==> src/rtl/uart_rx_fsm.sv <==
// uart_rx_fsm: UART receive frame controller; break detection compiled in with UART_RX_BREAK_DET_EN
module uart_rx_fsm (
   input  logic       CLK,
   input  logic       RST,
   input  logic       RX_IN,
   input  logic       PAR_EN,
   input  logic [5:0] Prescale,
   input  logic       sampled_bit,
   input  logic       strt_glitch,
   input  logic       par_err,
   input  logic       stp_err,
   output logic [5:0] edge_cnt,
   output logic [3:0] bit_cnt,
   output logic       dat_samp_en,
   output logic       strt_chk_en,
   output logic       deser_en,
   output logic       par_chk_en,
   output logic       stp_chk_en,
   output logic       data_valid,
   output logic       frame_err,
   output logic       break_det
);
`ifdef UART_RX_BREAK_DET_EN
   typedef enum logic [2:0] {IDLE, START, DATA, PARITY, STOP, BRK_WAIT} state_t;
`else
   typedef enum logic [2:0] {IDLE, START, DATA, PARITY, STOP} state_t;
`endif
   state_t     state_q, state_d;
   logic [5:0] edge_q, edge_d, presc_q, presc_d, presc_legal;
   logic [3:0] bit_q, bit_d;
   logic       par_en_q, par_en_d, par_err_q, par_err_d, data_or_q, data_or_d;
   logic       last_edge, chk_edge, data_end, stop_done, frame_ok, line_break, run_d;
   assign presc_legal = (Prescale == 6'd8 || Prescale == 6'd16) ? Prescale : 6'd32;
   assign last_edge   = edge_q == presc_q - 6'd1;
   assign chk_edge    = edge_q == (presc_q >> 1) + 6'd2;
   assign data_end    = state_q == DATA && last_edge && bit_q == 4'd8;
   assign stop_done   = state_q == STOP && last_edge;
   assign frame_ok    = !stp_err && (!par_en_q || !par_err_q);
   assign line_break  = stp_err && !data_or_q;
   assign run_d       = state_d inside {START, DATA, PARITY, STOP};
   assign edge_cnt    = edge_q;
   assign bit_cnt     = bit_q;
   // state and frame bookkeeping registers
   always_ff @(posedge CLK) begin
      if (!RST) begin
         state_q   <= IDLE;
         edge_q    <= 6'd0;
         bit_q     <= 4'd0;
         presc_q   <= 6'd32;
         par_en_q  <= 1'b0;
         par_err_q <= 1'b0;
         data_or_q <= 1'b0;
      end else begin
         state_q   <= state_d;
         edge_q    <= edge_d;
         bit_q     <= bit_d;
         presc_q   <= presc_d;
         par_en_q  <= par_en_d;
         par_err_q <= par_err_d;
         data_or_q <= data_or_d;
      end
   end
   // frame sequencing: each bit ends on the last oversample edge of the latched ratio
   always_comb begin
      state_d = state_q;
      case (state_q)
         IDLE:     if (!RX_IN) state_d = START;
         START:    if (last_edge) state_d = strt_glitch ? IDLE : DATA;
         DATA:     if (data_end) state_d = PAR_EN ? PARITY : STOP;
         PARITY:   if (last_edge) state_d = STOP;
`ifdef UART_RX_BREAK_DET_EN
         STOP:     if (last_edge) state_d = line_break ? BRK_WAIT : IDLE;
         BRK_WAIT: if (RX_IN) state_d = IDLE;
`else
         STOP:     if (last_edge) state_d = IDLE;
`endif
         default:  state_d = IDLE;
      endcase
   end
   // counters park at zero whenever no frame is running; per-frame settings captured once
   always_comb begin
      edge_d    = (!run_d || state_q == IDLE || last_edge) ? 6'd0 : edge_q + 6'd1;
      bit_d     = !run_d ? 4'd0 : (state_q != IDLE && last_edge) ? bit_q + 4'd1 : bit_q;
      presc_d   = (state_q == IDLE && !RX_IN) ? presc_legal : presc_q;
      par_en_d  = state_q == IDLE ? 1'b0 : data_end ? PAR_EN : par_en_q;
      par_err_d = state_q == IDLE ? 1'b0 : (state_q == PARITY && last_edge) ? par_err : par_err_q;
      data_or_d = state_q == IDLE ? 1'b0 : (state_q == DATA && chk_edge) ? data_or_q | sampled_bit : data_or_q;
   end
   // datapath enables and one-cycle frame status pulses
   always_comb begin
      dat_samp_en = state_q inside {START, DATA, PARITY, STOP};
      strt_chk_en = state_q == START && chk_edge;
      deser_en    = state_q == DATA && chk_edge;
      par_chk_en  = state_q == PARITY && chk_edge;
      stp_chk_en  = state_q == STOP && chk_edge;
      data_valid  = stop_done && frame_ok;
`ifdef UART_RX_BREAK_DET_EN
      frame_err   = stop_done && !frame_ok && !line_break;
      break_det   = stop_done && line_break;
`else
      frame_err   = stop_done && (!frame_ok || line_break);
      break_det   = 1'b0;
`endif
   end
endmodule

==> config.mk <==
export PLATFORM = sky130hd
export DESIGN_NAME = uart_rx_fsm
export DESIGN_NICKNAME = d
export VERILOG_FILES = /design/src/rtl/uart_rx_fsm.sv
export SDC_FILE = /design/constraint.sdc
export NUM_CORES = 1
export LEC_CHECK = 0
export CAP_MARGIN = 20
export CORE_ASPECT_RATIO = 1.4
export CORE_MARGIN = 4
export CORE_UTILIZATION = 50
export DETAILED_ROUTE_END_ITERATION = 7
export PLACE_DENSITY = 0.8
export REMOVE_ABC_BUFFERS = 1
export SLEW_MARGIN = 40
export SYNTH_ARGS = -nofsm -noshare
export SYNTH_HDL_FRONTEND = slang
export SYNTH_SLANG_ARGS = --single-unit
==> constraint.sdc <==
create_clock -name CLK -period 2.7 [get_ports CLK]
set_clock_uncertainty 0.05 [all_clocks]
set_input_delay 0.54 -clock CLK [delete_from_list [all_inputs] [get_ports CLK]]
set_output_delay 0.54 -clock CLK [all_outputs]
set_load 0.005 [all_outputs]
==> reports/qor.yml <==
critical_path:
  endpoint_kind: "output port"
  critPathLaunch: "presc_q[0]"
  r2r-end: "edge_cnt[2]"
  rr_startpoint: "presc_q[0]"
  reg2reg_slack_ps: 50
  critical_path_class: "reg -> out"
  crit_required_ps: 2110
  cp_max_fo: 2
  cp.arrival_ps: 2080
  reg2reg_depth: 10
  critPathLaunchType: "flop"
synthesis:
  seq_area_frac_synth: 0.2979
  synthFlopType: "dfxtp_1"
  yosys_warnings: 0
  async_flop_share: 0
  synth_cell_types: 40
  ys_seq_elements: 21
  synth_edf_count: 0
  synth_area_per_cell_um2: 8.351
  synth_cells: 169
  syn-cell-area_mm2: 0.001411
power:
  switching_share: 0.2565
  power_switching_mw: 0.1401
  pwr-share-comb: 0.147
  pwr-share-clk: 0.279
  ir_drop_mv: 0.3527
  leakagePower_nw: 0.7373
  power.density_mw_per_mm2: 264.4
  power_frac_seq: 0.574
  p_total_mw: 0.5459
  intPower_mw: 0.4059
global_route:
  grt_pass1_vias: 1503
  grt.overflow.total: 0
  use_met3: 0.02947
  grt_antenna_before_repair: 0
  grt_pass1_wl_um: 6824
  grtUsageMet1: 0.2526
  grt_use_total: 0.2390
  grt_max_degree: 15
  grt_use_met2: 0.4530
  busiest_layer: "met2"
finish:
  antenna_cells: 0
  fill_cells: 199
  design_area_mm2: 0.002064
  final_cell_count_no_fill: 253
  fin_util: 0.7732
  drive_above_1_share: 0.2903
  syn2layout_area_growth_pct: 46.28
  nNetsFinal: 239
cts:
  clockRootBuffer: "clkbuf_4"
  cts_buffers: 3
  cts_tree: "yes"
  insertion_delay_ps: 300
  cts_num_sinks: 21
  clock_path_buffers: 2
  clkTransAtPathRegs_ps: 120
  cts_max_level: 1
drt:
  drt_iter0_drc: 66
  ant_nets: 0
  wl_per_cell_um: 17.42
  vias: 1509
  routed_wl_um: 4406
  via_per_inst: 5.964
  drc: 0
  dr.pass1.iters: 4
die:
  die_area_mm2: 0.003749
  coreArea_mm2: 0.002670
  dieHeight_um: 70.87
  ios: 32
  rows: 22
  start_util: 0.5286
  die_width_um: 52.90
job:
  maxCapViolCount: 0
placed_design:
  place_inst: 242
  placed_area_mm2: 0.001822
  post-place-ws_ps: -168.2
  dp_hpwl_um: 3007
  port_buffers: 29
  place_congestion: 0.8688
outcome:
  status: "finished clean"
hold_path:
  min_from: "par_en_q"
  whs_path_depth: 2
  hold_end: "par_en_q"
  hold_class: "reg -> reg"
sta:
  hold_viol: 0
  rsz0062_at_grt: "yes"
  post-route-period-util: 0.9897
  holdWs_ps: 447.5
  tightest_slew_ps: 574.2
  max_clock_freq_ghz: 0.3742
  period_needed_ps: 2672
  fin_ws_ps: 27.79
  slew_headroom: 0.6137
  setup_viol_count_final: 0
  final.setup.tns_ps: 0
  slew_violations: 0
-- layer usage --
layer | share of wire | routed length, um
met1 | 0.36 | 1575
met2 | 0.58 | 2535
met3 | 0.046 | 201
met4 | 0.021 | 93
met5 | 0 | 0
-- synthesized netlist by cell type, drive strengths merged, types with 2 or more instances --
| cell type | n | area share |
|---|---|---|
| dfxtp | 21 | 0.30 |
| xnor2 | 16 | 0.099 |
| a21oi | 12 | 0.043 |
| nand2 | 11 | 0.029 |
| nand3 | 10 | 0.035 |
| nor2 | 9 | 0.024 |
| nor3 | 9 | 0.039 |
| ha | 7 | 0.062 |
| inv | 7 | 0.019 |
| xor2 | 7 | 0.043 |
| o21ai | 6 | 0.021 |
| or3 | 6 | 0.030 |
| clkbuf | 5 | 0.013 |
| a211oi | 4 | 0.021 |
| nand2b | 4 | 0.018 |
| nor4 | 4 | 0.018 |
| a2111oi | 3 | 0.032 |
| buf | 3 | 0.019 |
| or4 | 3 | 0.016 |
| and3 | 2 | 0.0089 |
| nand4 | 2 | 0.0089 |
| nand4b | 2 | 0.012 |
| o31ai | 2 | 0.011 |
| or4b | 2 | 0.014 |
-- worst max path at each step --
stage / endpoint / cells past startpoint / slack (ps)
global route: stp_chk_en / 8 / -60
detailed placement: deser_en / 8 / -170
finish: frame_err / 7 / 30
floorplan: bit_cnt[3] / 8 / 220
CTS: frame_err / 7 / -3
global placement: deser_en / 8 / -60
-- power groups by stage --
| stage | combinational [mW] | sequential, mW | clock (mW) |
|---|---|---|---|
| after floorplan | 0.0309 | 0.324 | 0 |
| after global placement | 0.0670 | 0.322 | 0 |
| after detailed placement | 0.0694 | 0.322 | 0 |
| after CTS | 0.0719 | 0.314 | 0.156 |
| after global routing | 0.0863 | 0.314 | 0.173 |
| final | 0.0802 | 0.313 | 0.152 |
-- layout make-up --
| type | instances | area [um2] | area share |
|---|---|---|---|
| multi-input cells | 132 | 1085 | 0.5255 |
| well taps | 36 | 45.04 | 0.02182 |
| repair buffers | 52 | 447.9 | 0.2170 |
| flip-flops and latches | 21 | 430.4 | 0.2085 |
| clock buffers | 4 | 26.28 | 0.01273 |
| inverters | 8 | 30.03 | 0.01455 |
-- worst max-delay path, cell delays in order, from the launching register on --
cell and delay, ps:
dfxtp_2 340, buf_6 110, or3_4 390, xnor2_2 180, nand3_2 100, or3_4 400, nor3_4 110, buf_2 130
-- sequential cells by signal, indices dropped and copies added, names as in the netlist --
signal,cells
bit_cnt,4
edge_cnt,6
par_en_q,1
state_q,3
par_err_q,1
presc_q,6
-- cell usage in the layout (no fill, tap or decap), types with 5 or more instances in the layout --
cell	synthesis	final
clkdlybuf4s50_1	0	23
buf_4	2	19
dfxtp_1	21	17
xnor2_1	16	12
a21oi_1	12	12
nand2_1	11	11
nand3_1	10	9
nor2_1	9	8
xor2_1	7	6
buf_2	0	6
inv_1	7	5
o21ai_0	6	5
nor3_1	7	5
ha_1	7	5
-- kinds of logic after synthesis --
family,count (synthesis),share of synthesized area
flops,21,0.2979
compound gates,33,0.1640
fa+ha+maj,7,0.06205
buf+inv,16,0.05319
mux,1,0.007092
xor+xnor,23,0.1427
simple gates,67,0.2704
other cells,1,0.002657
-- repair_timing --
action / in CTS / in global routing
pin swaps: 13 / 16
setup buffers: 6 / 1
endpoints found under the hold margin: 0 / 0
endpoints found under the setup margin: 9 / 10
hold buffers: 0 / 0
resized for setup: 44 / 19
No activity file was read; power rests on OpenSTA's default activity.
